File: src/rtl/flp_mul_pkg.sv
// Shared types and sizing helpers for the sequential {exp, frac} multiplier.
package flp_mul_pkg;

  localparam int FLP_EXP_W  = 9;
  localparam int FLP_FRAC_W = 7;
  localparam int FLP_BIAS   = 255;
  localparam int FLP_PROD_W = 2 * FLP_FRAC_W;
  localparam int FLP_SEXP_W = FLP_EXP_W + 2;

  typedef enum logic [2:0] {
    IDLE  = 3'd0,
    MUL   = 3'd1,
    NORM  = 3'd2,
    ROUND = 3'd3,
    DONE  = 3'd4
  } flp_state_e;

  function automatic int prod_width(input int frac_w);
    return 2 * frac_w;
  endfunction

  function automatic int sexp_width(input int exp_w);
    return exp_w + 2;
  endfunction

  function automatic int max_exp(input int exp_w);
    return (1 << exp_w) - 1;
  endfunction

endpackage

File: src/rtl/flp_shift_add_mult.sv
// Sequential unsigned shift-add multiplier: bit 0 on the start edge, then one bit per cycle.
module flp_shift_add_mult
  import flp_mul_pkg::*;
#(
  parameter int FRAC_W = FLP_FRAC_W
) (
  input  logic                        clk,
  input  logic                        rst,
  input  logic                        start,
  input  logic [FRAC_W-1:0]           a,
  input  logic [FRAC_W-1:0]           b,
  output logic                        done,
  output logic [prod_width(FRAC_W)-1:0] product
);
  localparam int PROD_W = prod_width(FRAC_W);
  localparam int CNT_W  = $clog2(FRAC_W) + 1;

  logic [PROD_W-1:0] mcand_r;
  logic [PROD_W-1:0] acc_r;
  logic [FRAC_W-1:0] mplier_r;
  logic [CNT_W-1:0]  cnt_r;
  logic              busy_r;
  logic              done_r;

  // Accumulate one partial product per cycle; done pulses with the final sum registered.
  always_ff @(posedge clk or posedge rst) begin
    if (rst) begin
      mcand_r  <= {PROD_W{1'b0}};
      acc_r    <= {PROD_W{1'b0}};
      mplier_r <= {FRAC_W{1'b0}};
      cnt_r    <= {CNT_W{1'b0}};
      busy_r   <= 1'b0;
      done_r   <= 1'b0;
    end else if (start) begin
      mcand_r  <= {{FRAC_W{1'b0}}, a} << 1;
      mplier_r <= b >> 1;
      acc_r    <= b[0] ? {{FRAC_W{1'b0}}, a} : {PROD_W{1'b0}};
      cnt_r    <= CNT_W'(1);
      busy_r   <= 1'b1;
      done_r   <= 1'b0;
    end else if (busy_r) begin
      acc_r    <= acc_r + (mplier_r[0] ? mcand_r : {PROD_W{1'b0}});
      mcand_r  <= mcand_r << 1;
      mplier_r <= mplier_r >> 1;
      cnt_r    <= cnt_r + CNT_W'(1);
      if (cnt_r == CNT_W'(FRAC_W - 1)) begin
        busy_r <= 1'b0;
        done_r <= 1'b1;
      end else begin
        done_r <= 1'b0;
      end
    end else begin
      done_r <= 1'b0;
    end
  end

  assign done    = done_r;
  assign product = acc_r;

endmodule

File: src/rtl/flp_mul_seq.sv
// Multi-cycle unsigned {exp, frac} floating-point multiplier with valid/ready handshakes.
// Define FLPMUL_ROUND_EN for round-to-nearest-even; the default build truncates.
module flp_mul_seq
  import flp_mul_pkg::*;
#(
  parameter int EXP_W  = FLP_EXP_W,
  parameter int FRAC_W = FLP_FRAC_W,
  parameter int BIAS   = FLP_BIAS
) (
  input  logic                    clk,
  input  logic                    rst,
  input  logic                    in_valid,
  output logic                    in_ready,
  input  logic [EXP_W+FRAC_W-1:0] a,
  input  logic [EXP_W+FRAC_W-1:0] b,
  output logic                    out_valid,
  input  logic                    out_ready,
  output logic [EXP_W+FRAC_W-1:0] result,
  output logic                    ovf,
  output logic                    unf
);
  localparam int OP_W   = EXP_W + FRAC_W;
  localparam int PROD_W = prod_width(FRAC_W);
  localparam int SEXP_W = sexp_width(EXP_W);
  localparam logic signed [SEXP_W-1:0] E_MAX_S = SEXP_W'(max_exp(EXP_W));
  localparam logic signed [SEXP_W-1:0] BIAS_S  = SEXP_W'(BIAS);

  flp_state_e               state_r, state_nxt_s;
  logic [PROD_W-1:0]        p_r, p_nxt_s;
  logic signed [SEXP_W-1:0] e_r, e_nxt_s, e_start_s, fin_e_s;
  logic [FRAC_W-1:0]        fin_f_s;
  logic [OP_W-1:0]          result_r, result_nxt_s, fin_result_s;
  logic                     ovf_r, ovf_nxt_s, fin_ovf_s;
  logic                     unf_r, unf_nxt_s, fin_unf_s;
  logic                     out_valid_r, in_ready_r;
  logic                     accept_s, mul_done_s;
  logic [PROD_W-1:0]        mul_prod_s;

  assign accept_s  = in_valid && (state_r == IDLE);
  assign e_start_s = $signed({2'b00, a[OP_W-1:FRAC_W]}) + $signed({2'b00, b[OP_W-1:FRAC_W]}) - BIAS_S;

  flp_shift_add_mult #(.FRAC_W(FRAC_W)) u_mult (
    .clk     (clk),
    .rst     (rst),
    .start   (accept_s),
    .a       (a[FRAC_W-1:0]),
    .b       (b[FRAC_W-1:0]),
    .done    (mul_done_s),
    .product (mul_prod_s)
  );

`ifdef FLPMUL_ROUND_EN
  logic              round_up_s;
  logic [FRAC_W:0]   frac_inc_s;

  // Round-to-nearest-even on the discarded half; a carry-out renormalises to 100..0.
  always_comb begin
    round_up_s = p_r[FRAC_W-1] && ((|p_r[FRAC_W-2:0]) || p_r[FRAC_W]);
    frac_inc_s = {1'b0, p_r[PROD_W-1:FRAC_W]} + {{FRAC_W{1'b0}}, round_up_s};
    if (frac_inc_s[FRAC_W]) begin
      fin_f_s = {1'b1, {(FRAC_W-1){1'b0}}};
      fin_e_s = e_r + SEXP_W'(1);
    end else begin
      fin_f_s = frac_inc_s[FRAC_W-1:0];
      fin_e_s = e_r;
    end
  end
`else
  // Truncation keeps the upper half of the normalised product.
  always_comb begin
    fin_f_s = p_r[PROD_W-1:FRAC_W];
    fin_e_s = e_r;
  end
`endif

  // Final exponent range check: flush to zero below 0, saturate above the field maximum.
  always_comb begin
    fin_result_s = {fin_e_s[EXP_W-1:0], fin_f_s};
    fin_ovf_s    = 1'b0;
    fin_unf_s    = 1'b0;
    if (fin_e_s[SEXP_W-1]) begin
      fin_result_s = {OP_W{1'b0}};
      fin_unf_s    = 1'b1;
    end else if (fin_e_s > E_MAX_S) begin
      fin_result_s = {OP_W{1'b1}};
      fin_ovf_s    = 1'b1;
    end else begin
      fin_ovf_s    = 1'b0;
    end
  end

  // Next-state and datapath update for the control FSM.
  always_comb begin
    state_nxt_s  = state_r;
    p_nxt_s      = p_r;
    e_nxt_s      = e_r;
    result_nxt_s = result_r;
    ovf_nxt_s    = ovf_r;
    unf_nxt_s    = unf_r;
    case (state_r)
      IDLE: begin
        if (accept_s) begin
          state_nxt_s = MUL;
          e_nxt_s     = e_start_s;
        end else begin
          state_nxt_s = IDLE;
        end
      end
      MUL: begin
        if (mul_done_s) begin
          p_nxt_s = mul_prod_s;
          if (mul_prod_s == {PROD_W{1'b0}}) begin
            state_nxt_s  = DONE;
            result_nxt_s = {OP_W{1'b0}};
            ovf_nxt_s    = 1'b0;
            unf_nxt_s    = 1'b0;
          end else begin
            state_nxt_s = NORM;
          end
        end else begin
          state_nxt_s = MUL;
        end
      end
      NORM: begin
        if (p_r[PROD_W-1]) begin
`ifdef FLPMUL_ROUND_EN
          state_nxt_s  = ROUND;
`else
          state_nxt_s  = DONE;
          result_nxt_s = fin_result_s;
          ovf_nxt_s    = fin_ovf_s;
          unf_nxt_s    = fin_unf_s;
`endif
        end else begin
          p_nxt_s = p_r << 1;
          e_nxt_s = e_r - SEXP_W'(1);
        end
      end
      ROUND: begin
`ifdef FLPMUL_ROUND_EN
        state_nxt_s  = DONE;
        result_nxt_s = fin_result_s;
        ovf_nxt_s    = fin_ovf_s;
        unf_nxt_s    = fin_unf_s;
`else
        state_nxt_s  = IDLE;
`endif
      end
      DONE: begin
        if (out_ready) begin
          state_nxt_s = IDLE;
        end else begin
          state_nxt_s = DONE;
        end
      end
      default: state_nxt_s = IDLE;
    endcase
  end

  // State, datapath and registered handshake outputs.
  always_ff @(posedge clk or posedge rst) begin
    if (rst) begin
      state_r     <= IDLE;
      p_r         <= {PROD_W{1'b0}};
      e_r         <= {SEXP_W{1'b0}};
      result_r    <= {OP_W{1'b0}};
      ovf_r       <= 1'b0;
      unf_r       <= 1'b0;
      out_valid_r <= 1'b0;
      in_ready_r  <= 1'b1;
    end else begin
      state_r     <= state_nxt_s;
      p_r         <= p_nxt_s;
      e_r         <= e_nxt_s;
      result_r    <= result_nxt_s;
      ovf_r       <= ovf_nxt_s;
      unf_r       <= unf_nxt_s;
      out_valid_r <= (state_nxt_s == DONE);
      in_ready_r  <= (state_nxt_s == IDLE);
    end
  end

  assign in_ready  = in_ready_r;
  assign out_valid = out_valid_r;
  assign result    = result_r;
  assign ovf       = ovf_r;
  assign unf       = unf_r;

endmodule

File: config.mk
export PLATFORM = sky130hd
export DESIGN_NAME = flp_mul_seq
export DESIGN_NICKNAME = d
export VERILOG_FILES = /design/src/rtl/flp_mul_pkg.sv /design/src/rtl/flp_shift_add_mult.sv /design/src/rtl/flp_mul_seq.sv
export SDC_FILE = /design/constraint.sdc
export NUM_CORES = 1
export LEC_CHECK = 0
export ABC_AREA = 1
export ABC_CLOCK_PERIOD_IN_PS = 4600
export BUFFER_PORTS_ARGS = -buffer_cell sky130_fd_sc_hd__buf_2
export CAP_MARGIN = 20
export CORE_AREA = 2 2 103 129
export DETAILED_ROUTE_END_ITERATION = 8
export DIE_AREA = 0 0 105 131
export SYNTH_ARGS = -nofsm -noshare
export SYNTH_HDL_FRONTEND = slang
export SYNTH_HIERARCHICAL = 1
export SYNTH_SLANG_ARGS = --single-unit
File: constraint.sdc
create_clock -name clk -period 4.6 [get_ports clk]
set_clock_uncertainty 0.2 [all_clocks]
set_input_delay 0.69 -clock clk [delete_from_list [all_inputs] [get_ports clk]]
set_output_delay 0.69 -clock clk [all_outputs]
set_load 0.1 [all_outputs]
==> run metrics <==
placed insts ~950; TritonCTS clock tree done; root buf cell clkbuf_16; crit path capture type flip-flop; H-tree Lvls 3; fin. max-slew vios 0; Core Region 0.0125 sq mm; Starting Density around 44%; clock slew at reported path FFs 0.06 ns; clock power share 21.6%; initial antenna violation count 0; Slowest-stage cell, CP nor2_2; Startpoint Class flip-flop; fin crit share 55.0%; number of routed nets with antenna violations 0; GRT Resource Usage Total 19.3%; met2 wire len 6.29 mm; Worst Path Buf+Inv 2; Min-Delay Path Class input port to async pin; Yosys cell types between 40 and 50; Die Span Y approximately 130 um; TNS Setup 0 ns; setup bufs post-CTS 0; Flop pwr share 37.1%; power density over cell area 522 mW/mm^2; vias in the first global route approximately 4700; area added between synthesis and finish 12.1%; DR iter-0 viols 184; first-pass GRT wire length 21.4 mm; top layer in use met4; Least-Margin Pin Slew 0.588 ns; routed len/inst 12.7 um; r2r worst-path depth 8; pre-CTS WS approximately 1.8 ns; drt first pass iters 4; Met1 Wirelength between 5 and 6 mm; RSZ-0062 raised after global routing false; Port Buf Inserts 55; Leak 3.44 nW; reported max-cap violation count 0; #FFs+latches synth just under 90; GPL Wtd Cong 0.867; r2r setup slk approximately 2.1 ns; CP arrival 2.59 ns; fin util about half; Final Setup Violations 0; Max clock buf depth 2; final hold violation count 0; post-synthesis sequential area ratio 39.4%; CTS resizes 0; HPWL Detailed 9.39 mm; largest net degree at the start of global routing 49; fin cells 968; FF-to-FF End u_mult/product[3]; Syn Area/Cell 7.43 sq um; Tmin final 2.53 ns; Setup CP Type flip-flop to flip-flop; maximum vdd drop 0.204 mV; clock buffers created by TritonCTS 9; die width 105 um; Mapped Cells 745; crit-path cells nor2_1 > nand3_1 > inv_1 > nor2_2 > inv_2 > a21oi_1 > o21ai_0 > o211ai_1; Comb pwr share slightly above 40%; status completed; layout cell share with drive strength beyond 1 13.9%; die area about 0.014 sq mm; Final nets ~870; P_int 1.84 mW; switch share 43.0%; clk_lat worst skew 0.35 ns; FMAX approximately 400 MHz; CP required roughly 4.7 ns; commonest non-fill, non-tap cell in the layout nand2_1; Rows 46; most frequent cells in the layout 255 x nand2_1, 119 x inv_1, 86 x dfrtp_1; DRT Wirelength about 12 mm; Ant. Diodes 0; setup ws final about 2.1 ns; cell family with most CP delay simple AND/OR/NAND/NOR gates; Crit path largest cell delay ~0.56 ns; Netlist Area Pre-Place 0.00553 sq mm; crit-path max FO 21; # DRC 0; vias 4732; clock sinks 87; total gr overflow 0; met3 wire len around 300 um; CTS hold repair buffers 0; Post-Syn Nets 816; worst relative slew slack between 60% and 70%; Synth Warn # 6; Switch Pwr 1.39 mW; FF-to-FF Start state_r[1]; IO Count between 50 and 60; vias per cell 4.89
## Yosys cell counts, drive strengths merged
master	n	area [sq um]
a21oi	21	124
a22oi	1	7.51
a31oi	1	6.26
buf	17	125
clkbuf	1	3.75
dfrtp	86	2150
dfstp	1	26.3
fa	2	40.0
ha	33	413
inv	127	479
nand2	261	1010
nand3	49	275
nand3b	3	22.5
nand4	7	43.8
nor2	41	171
nor3	9	61.3
o211ai	6	45.0
o21ai	43	215
o21bai	1	7.51
o221ai	9	85.1
o22ai	18	156
or2	4	25.0
xnor2	1	8.76
xor2	3	26.3
## power groups by stage
stage | clock [mW] | sequential, mW | combinational [mW]
floorplan | 0 | 1.24 | 1.03
global placement | 0 | 1.21 | 1.31
detailed placement | 0 | 1.22 | 1.33
CTS | 0.719 | 1.20 | 1.34
global route | 0.756 | 1.24 | 1.52
finish | 0.700 | 1.20 | 1.34
## final cells by class
type                       count  area [sq um]
fill                        1289          6350
multi-input combinational    513          2750
sequential                    87          2180
inverter                     127           479
timing repair buffer          57           303
clock buffer                  10           239
tap                          168           210
clock inverter                 6          43.8
## worst max path at each step
| stage | start | to | cells after the start |
|---|---|---|---|
| 2_1_floorplan | a[8] | e_r[9] | 11 |
| 3_3_place_gp | in_valid | u_mult/product[3] | 8 |
| 3_5_place_dp | in_valid | u_mult/product[3] | 8 |
| 4_1_cts | state_r[1] | u_mult/product[3] | 8 |
| 5_1_grt | state_r[1] | u_mult/product[3] | 8 |
| 6_report | state_r[1] | u_mult/product[3] | 8 |
## routing by layer
metal  track usage [%]  vias to the layer above
li1                  -                     2475
met1              22.3                     2177
met2              36.1                       69
met3              2.88                       11
met4              7.53                        0
met5                 0                        -
## metrics by stage
stage / hold slack, ns / total power [mW] / area (sq um)
after global routing: 0.0314 / 3.51 / 6200
after detailed placement: 0.255 / 2.55 / 5900
final: 0.0240 / 3.24 / 6200
after floorplan: 0.244 / 2.27 / 5530
after CTS: 0.271 / 3.26 / 6180
after global placement: 0.252 / 2.52 / 5900
## registers in the layout, indices dropped and copies added (netlist names)
signal / flops
ovf: 1
u_mult/mplier_r: 6
u_mult/busy_r: 1
u_mult/mcand_r: 13
in_ready: 1
state_r: 3
unf: 1
result: 16
u_mult/cnt_r: 4
e_r: 11
u_mult/done: 1
out_valid: 1
p_r: 14
u_mult/product: 14
## logic make-up after synthesis
group / after synthesis / share of synthesized area (%)
buffers and inverters: 145 / 11.0
AOI/OAI and AO/OA: 100 / 11.7
and+or+nand+nor: 374 / 29.1
DFF: 87 / 39.4
adders and majority gates: 35 / 8.18
xor gates and xnor gates: 4 / 0.633
## worst register-to-register path, stage by stage (launching register included)
cell and delay (ns):
dfrtp_1 0.45, nor2_1 0.09, nand3_1 0.17, inv_1 0.30, nor2_2 0.56, inv_2 0.31
a21oi_1 0.18, o21ai_0 0.10, o211ai_1 0.08
Note: power is estimated with default switching activity, not from simulation.
